$ cat config.mk
export PLATFORM = sky130hd
export DESIGN_NAME = hazard_ctrl
export DESIGN_NICKNAME = d
export VERILOG_FILES = /design/src/rtl/hazard_ctrl_pkg.sv /design/src/rtl/hazard_ctrl_fwd_sel_unit.sv /design/src/rtl/hazard_ctrl.sv
export SDC_FILE = /design/constraint.sdc
export NUM_CORES = 1
export LEC_CHECK = 0
export ABC_AREA = 1
export BUFFER_PORTS_ARGS = -buffer_cell sky130_fd_sc_hd__buf_2
export CAP_MARGIN = 20
export CORE_ASPECT_RATIO = 1.75
export CORE_MARGIN = 4
export CORE_UTILIZATION = 58
export CTS_BUF_LIST = sky130_fd_sc_hd__clkbuf_4
export DETAILED_ROUTE_END_ITERATION = 8
export GPL_TIMING_DRIVEN = 1
export PLACE_DENSITY = 0.89
export SLEW_MARGIN = 20
export SYNTH_ARGS = -nofsm -noshare
export SYNTH_HDL_FRONTEND = slang
export SYNTH_SLANG_ARGS = --single-unit
$ cat constraint.sdc
create_clock -name clk -period 5.6 [get_ports clk]
set_input_delay 0.28 -clock clk [delete_from_list [all_inputs] [get_ports clk]]
set_output_delay 0.28 -clock clk [all_outputs]
set_load 0.02 [all_outputs]
$ cat src/rtl/hazard_ctrl_pkg.sv
// Shared types for the pipeline hazard controller.
// Latency: n/a (types and constants only).
// Backpressure: n/a.
// Contents: register address type, per-stage stall/flush structs, controller
// state enum and forwarding-select encodings.
package hazard_ctrl_pkg;

   localparam int CREG_W = 5;
   typedef logic [CREG_W-1:0] creg_addr_t;

   typedef enum logic [1:0] {
      RUN   = 2'd0,
      IWAIT = 2'd1,
      DWAIT = 2'd2,
      IKILL = 2'd3
   } hazard_state_t;

   localparam logic [1:0] FWD_RF = 2'b00;
   localparam logic [1:0] FWD_W  = 2'b01;
   localparam logic [1:0] FWD_M  = 2'b10;

   typedef struct packed {
      logic stall;
      logic flush;
   } hazard_data_item_t;

   typedef struct packed {
      hazard_data_item_t fetch;
      hazard_data_item_t decode;
      hazard_data_item_t execute;
      hazard_data_item_t memory;
   } hazard_data_t;

   // Every stage register loads a bubble, nothing holds.
   localparam hazard_data_t HAZ_RESET = '{
      fetch:   '{stall: 1'b0, flush: 1'b1},
      decode:  '{stall: 1'b0, flush: 1'b1},
      execute: '{stall: 1'b0, flush: 1'b1},
      memory:  '{stall: 1'b0, flush: 1'b1}
   };

endpackage

$ cat src/rtl/hazard_ctrl_fwd_sel_unit.sv
// Per-operand forwarding select and decode-side dependency flags.
// Latency: purely combinational.
// Backpressure: none; results are consumed by the hazard controller.
// Ports: d_src_i/e_src_i operand addresses; e_/m_/w_ writer address+enable;
//        sel_o execute operand select; d_e_match_o/d_m_match_o decode operand
//        depends on the E/M writer.
module fwd_sel_unit
   import hazard_ctrl_pkg::*;
#(
   parameter int RW     = 5,
   parameter int FWD_EN = 1
) (
   input  logic [RW-1:0] d_src_i,
   input  logic [RW-1:0] e_src_i,
   input  logic [RW-1:0] e_write_reg_i,
   input  logic          e_reg_write_i,
   input  logic [RW-1:0] m_write_reg_i,
   input  logic          m_reg_write_i,
   input  logic [RW-1:0] w_write_reg_i,
   input  logic          w_reg_write_i,
   output logic [1:0]    sel_o,
   output logic          d_e_match_o,
   output logic          d_m_match_o
);

   logic e_src_m_hit;
   logic e_src_w_hit;

   // r0 is hardwired to zero, so it never creates a dependency.
   assign e_src_m_hit = m_reg_write_i && (e_src_i != '0) && (e_src_i == m_write_reg_i);
   assign e_src_w_hit = w_reg_write_i && (e_src_i != '0) && (e_src_i == w_write_reg_i);
   assign d_e_match_o = e_reg_write_i && (d_src_i != '0) && (d_src_i == e_write_reg_i);
   assign d_m_match_o = m_reg_write_i && (d_src_i != '0) && (d_src_i == m_write_reg_i);

   always_comb begin
      sel_o = FWD_RF;
      if (FWD_EN != 0) begin
         // M holds the younger result, so it beats W.
         if (e_src_m_hit) begin
            sel_o = FWD_M;
         end else if (e_src_w_hit) begin
            sel_o = FWD_W;
         end
      end
   end

endmodule

$ cat src/rtl/hazard_ctrl.sv
// Central stall/flush/forwarding controller for the 5-stage pipeline.
// Latency: hazard/fwd_sel combinational from state and inputs; counters update at the edge.
// Backpressure: imem/dmem req-without-ack holds the affected stages until ack.
// Ports: d_src/e_src operand addresses (operand i at [i*RW +: RW]); E/M/W writer
//        info; m_branch_taken redirect; imem/dmem req/ack; hazard per-stage
//        stall/flush; fwd_sel 2 bits per execute operand; saturating counters.
module hazard_ctrl
   import hazard_ctrl_pkg::*;
#(
   parameter int NSRC   = 2,
   parameter int RW     = 5,
   parameter int FWD_EN = 1,
   parameter int CNT_W  = 32
) (
   input  logic                 clk,
   input  logic                 reset,
   input  logic [NSRC*RW-1:0]   d_src,
   input  logic [NSRC*RW-1:0]   e_src,
   input  logic [RW-1:0]        e_write_reg,
   input  logic                 e_reg_write,
   input  logic                 e_mem_to_reg,
   input  logic [RW-1:0]        m_write_reg,
   input  logic                 m_reg_write,
   input  logic [RW-1:0]        w_write_reg,
   input  logic                 w_reg_write,
   input  logic                 m_branch_taken,
   input  logic                 imem_req,
   input  logic                 imem_ack,
   input  logic                 dmem_req,
   input  logic                 dmem_ack,
   output hazard_data_t         hazard,
   output logic [2*NSRC-1:0]    fwd_sel,
   output logic [CNT_W-1:0]     stall_cnt,
   output logic [CNT_W-1:0]     flush_cnt
);

   logic [NSRC-1:0]   d_e_match;
   logic [NSRC-1:0]   d_m_match;
   logic [2*NSRC-1:0] fwd_raw;

   for (genvar gi = 0; gi < NSRC; gi++) begin : g_fwd
      fwd_sel_unit #(
         .RW     (RW),
         .FWD_EN (FWD_EN)
      ) u_fwd (
         .d_src_i       (d_src[gi*RW +: RW]),
         .e_src_i       (e_src[gi*RW +: RW]),
         .e_write_reg_i (e_write_reg),
         .e_reg_write_i (e_reg_write),
         .m_write_reg_i (m_write_reg),
         .m_reg_write_i (m_reg_write),
         .w_write_reg_i (w_write_reg),
         .w_reg_write_i (w_reg_write),
         .sel_o         (fwd_raw[2*gi +: 2]),
         .d_e_match_o   (d_e_match[gi]),
         .d_m_match_o   (d_m_match[gi])
      );
   end

   hazard_state_t    state_q, state_d;
   logic             kill_pending_q, kill_pending_d;
   logic [CNT_W-1:0] stall_cnt_q, stall_cnt_d;
   logic [CNT_W-1:0] flush_cnt_q, flush_cnt_d;

   logic         dwait;
   logic         imem_wait;
   logic         kill_active;
   logic         load_use;
   logic         raw_stall;
   logic         branch_fire;
   logic         stall_any;
   hazard_data_t haz;

   assign dwait       = dmem_req & ~dmem_ack;
   assign imem_wait   = imem_req & ~imem_ack;
   // A wrong-path fetch is still in flight, either visibly (IKILL) or parked
   // behind a data-memory wait.
   assign kill_active = (state_q == IKILL) | kill_pending_q;
   assign load_use    = e_mem_to_reg & (|d_e_match);
   // Without forwarding, any E/M producer blocks decode; W is safe because
   // the register file writes before it is read within the cycle.
   assign raw_stall   = (FWD_EN == 0) && (|(d_e_match | d_m_match));
   // A branch frozen in M by a dmem wait is only acted on once M moves.
   assign branch_fire = ~dwait & m_branch_taken;

   always_comb begin
      haz            = '0;
      state_d        = RUN;
      kill_pending_d = 1'b0;
      if (dwait) begin
         haz.fetch.stall   = 1'b1;
         haz.decode.stall  = 1'b1;
         haz.execute.stall = 1'b1;
         haz.memory.stall  = 1'b1;
         haz.memory.flush  = 1'b1;
         // IF/ID holds a bubble while a kill is parked; keep discarding.
         haz.fetch.flush   = kill_active;
         state_d           = DWAIT;
         kill_pending_d    = kill_active & ~imem_ack;
      end else if (m_branch_taken) begin
         haz.fetch.flush   = 1'b1;
         haz.decode.flush  = 1'b1;
         haz.execute.flush = 1'b1;
         state_d           = imem_wait ? IKILL : RUN;
      end else begin
         if (load_use || raw_stall) begin
            haz.fetch.stall   = 1'b1;
            haz.decode.stall  = 1'b1;
            haz.execute.flush = 1'b1;
         end else if (imem_wait) begin
            haz.fetch.stall = 1'b1;
            haz.fetch.flush = 1'b1;
         end
         if (kill_active) begin
            // Discard through and including the ack cycle.
            haz.fetch.stall = 1'b1;
            haz.fetch.flush = 1'b1;
            state_d         = imem_ack ? RUN : IKILL;
         end else if (imem_wait) begin
            state_d = IWAIT;
         end
      end
   end

   assign stall_any = haz.fetch.stall | haz.decode.stall |
                      haz.execute.stall | haz.memory.stall;

   always_comb begin
      stall_cnt_d = stall_cnt_q;
      flush_cnt_d = flush_cnt_q;
      if (stall_any && !(&stall_cnt_q)) begin
         stall_cnt_d = stall_cnt_q + CNT_W'(1);
      end
      if (branch_fire && !(&flush_cnt_q)) begin
         flush_cnt_d = flush_cnt_q + CNT_W'(1);
      end
   end

   always_ff @(posedge clk or posedge reset) begin
      if (reset) begin
         state_q        <= RUN;
         kill_pending_q <= 1'b0;
         stall_cnt_q    <= '0;
         flush_cnt_q    <= '0;
      end else begin
         state_q        <= state_d;
         kill_pending_q <= kill_pending_d;
         stall_cnt_q    <= stall_cnt_d;
         flush_cnt_q    <= flush_cnt_d;
      end
   end

   assign hazard    = reset ? HAZ_RESET : haz;
   assign fwd_sel   = reset ? '0 : fwd_raw;
   assign stall_cnt = stall_cnt_q;
   assign flush_cnt = flush_cnt_q;

endmodule

==> reports/summary.txt <==
outcome = finished clean
core box area = 7960 µm²
setup ws final = 3.21 ns
Synth Area in XOR/XNOR = 13.0%
final wirelength = 13600 µm
cts bufs inserted = 9
mux share of post-synthesis cell area = 0%
worst slew pin tran = 0.854 ns
max_cap viols = 0
num rows = 43
first drt pass iteration count = 5
dpl ws = 3.32 ns
Gate power share = 28.7%
post-synthesis compound-gate area fraction = 4.02%
synthesized area = 4770 µm²
Setup CP Type = reg -> out
Skew-Pair Late Insertion Delay = 0.42 ns
asr flop ratio synth = 100%
Final #Nets = 860
syn_area_per_cell = 6.89 µm²
fmax = 418 MHz
layout cells sized above 1 = 19.8%
Initial Util = 59.9%
CTS Sinks = 67
critical path endpoint category = primary output
Final Cycle Share = 42.7%
total placed instance area = 5390 µm²
Tmin final = 2.39 ns
max incr delay on CP = 0.56 ns
Sw Share = 39.1%
TritonCTS clock tree = built
# DRC = 0
Critical Path Start Type = register
Die ar. = 9790 µm²
Internal Power = 0.000749 W
reg-to-reg endpoint = flush_cnt[19]
clock share of power = 22.5%
Hold Path Stages = 4
register area share after synthesis = 35.2%
Routed WL per cell = 14.9 µm
clock root buffer = clkbuf_4
Layout area overhead = 15.4%
# Post-CTS Setup Buffers = 0
initial DRC count = 253
Simple-Gate Fraction of Synth Area = 39.4%
vias = 5032
delay-heaviest family, CP = simple AND/OR/NAND/NOR gates
post-cts repair resize count = 0
GRT Util Overall = 29.3%
GP Congestion = 0.987
Fill cells = 680
worst hold path startpoint = imem_ack
largest family of logic cells by synthesized area = simple AND/OR/NAND/NOR gates
Max FO, Critical Path = 34
RSZ-0062 raised after global routing = no
hold_buf cts = 0
vias in the first global route = 5066
total gr overflow = 0
Main synth FF type = dfrtp_1
dominant cells by area after synthesis = dfrtp_1, nand2_1, xor2_1
FF-to-FF Start = flush_cnt[0]
Hold Violations, Final = 0
non-filler cells, final = 907
Buf/Inv on CP = 2
ANT cells = 0
clock slew at the register clock pins of the worst setup and hold paths = 0.09 ns
CP arrival = 2.11 ns
Worst slew margin = 43.1%
Synth top area share = 35.2%
# port buffers = 121
hold endpoint = kill_pending_q
r2r setup slk = 3.46 ns
Placed Cells = 891
Final Max Slew Viols = 0
final setup fails = 0
post-DR vias/cell = 5.55
CTS max path bufs = 2
DIE WIDTH = 76.5 µm
synthesized instance count = 692
most frequent cells in the layout = nand2_1, buf_2, nor2_1
HP Class = in -> reg
synthesized flop and latch total = 67
fin area = 5500 µm²
largest net degree at the start of global routing = 69
first-pass GRT wire length = 23100 µm
maximum vdd drop = 0.000104 V
Leak = 2.98 nW
GR Util met2 = 54.8%
adder-cell share of the synthesized area = 0.525%
die height = 128 µm
ANT nets after route = 0
Sequential Power Share = 48.7%
initial antenna violation count = 0
R2R cell count = 10
hpwl dp = 10600 µm
pwr dens = 224 nW/µm²
Synth area leader = dfrtp_1
skew final = 0.0187 ns
gr busiest metal = met2
number of synthesized flops with an enable pin = 0
synth warn = 0
H-tree Lvls = 3
CP required = 5.32 ns
switching power total = 0.000481 W
Top Ports = 122
total negative slack = 0 ns
Yosys cell types = 33
CP max-delay cell = nand3_2
M1 GR Usage = 29.3%
total power draw = 0.00123 W
Synth Net Count = 740
most common cell after layout, fill and taps aside = nand2_1
crit-path cells = a21o_1, nor2_1, nand3_2, nand2_1, inv_1, buf_2
GRT met3 Usage = 4.78%
[worst max-delay path by stage]
stage | cells after the start | from | end
4_1_cts | 6 | state_q[0] | hazard[7]
3_3_place_gp | 12 | e_write_reg[4] | stall_cnt[2]
2_1_floorplan | 5 | reset | fwd_sel[0]
3_5_place_dp | 12 | d_src[0] | stall_cnt[13]
5_1_grt | 6 | state_q[0] | hazard[7]
6_report | 6 | state_q[0] | hazard[7]
[Yosys cell counts (7+ instances only)]
master	instances
a21oi_1	7
nand3_1	56
o21ai_0	9
xor2_1	52
nor2_1	87
nand4_1	14
inv_1	68
dfrtp_1	67
nor3_1	31
nand2_1	233
xnor2_1	19
o21ai_2	8
[tightest hold or removal path: cells and delay by family]
kind          cells  cell delay, ns
simple gates      2            0.09
buf+inv           2            0.12
[state kept, by name, summed over array words and instances, names as in the netlist]
register        count
flush_cnt          32
kill_pending_q      1
stall_cnt          32
state_q             2
[power groups by stage]
stage	registers, W	clock network [W]	logic (W)
2_1_floorplan	0.000655	0	0.000186
3_3_place_gp	0.000607	0	0.000345
3_5_place_dp	0.000610	0	0.000355
4_1_cts	0.000600	0.000287	0.000356
5_1_grt	0.000610	0.000306	0.000392
6_report	0.000600	0.000277	0.000354
[per-stage QoR]
step	utilization, %	hold slack (ns)
6_report	69.1	0.113
5_1_grt	69.1	0.116
4_1_cts	69.1	0.0816
3_5_place_dp	67.6	0.513
3_3_place_gp	67.6	0.506
2_1_floorplan	-	0.443
[layer usage]
metal  up-vias  share of wire [%]
met2       220                 54
met3        61                5.5
met1      2329                 34
li1       2422                  -
met4         0                6.3
met5         -                  0
[cell families (layout without fill, tap and decap cells)]
group                    count (synthesis)  after routing
AO/OA/AOI/OAI                           30             30
XOR/XNOR                                71             71
adder cells (fa/ha/maj)                  2              2
buffers and inverters                   83            208
flip-flops                              67             67
AND/OR/NAND/NOR                        439            439
[layout make-up]
cell class,instances,area (µm²),area share [%]
Timing Repair Buffer,123,621,11.3
Clock inverter,5,30.0,0.546
Tap cell,90,113,2.05
Clock buffer,11,82.6,1.50
Multi-Input combinational cell,542,2720,49.4
Sequential cell,67,1680,30.5
Inverter,69,259,4.71
Power figures use the tool's default switching activity.
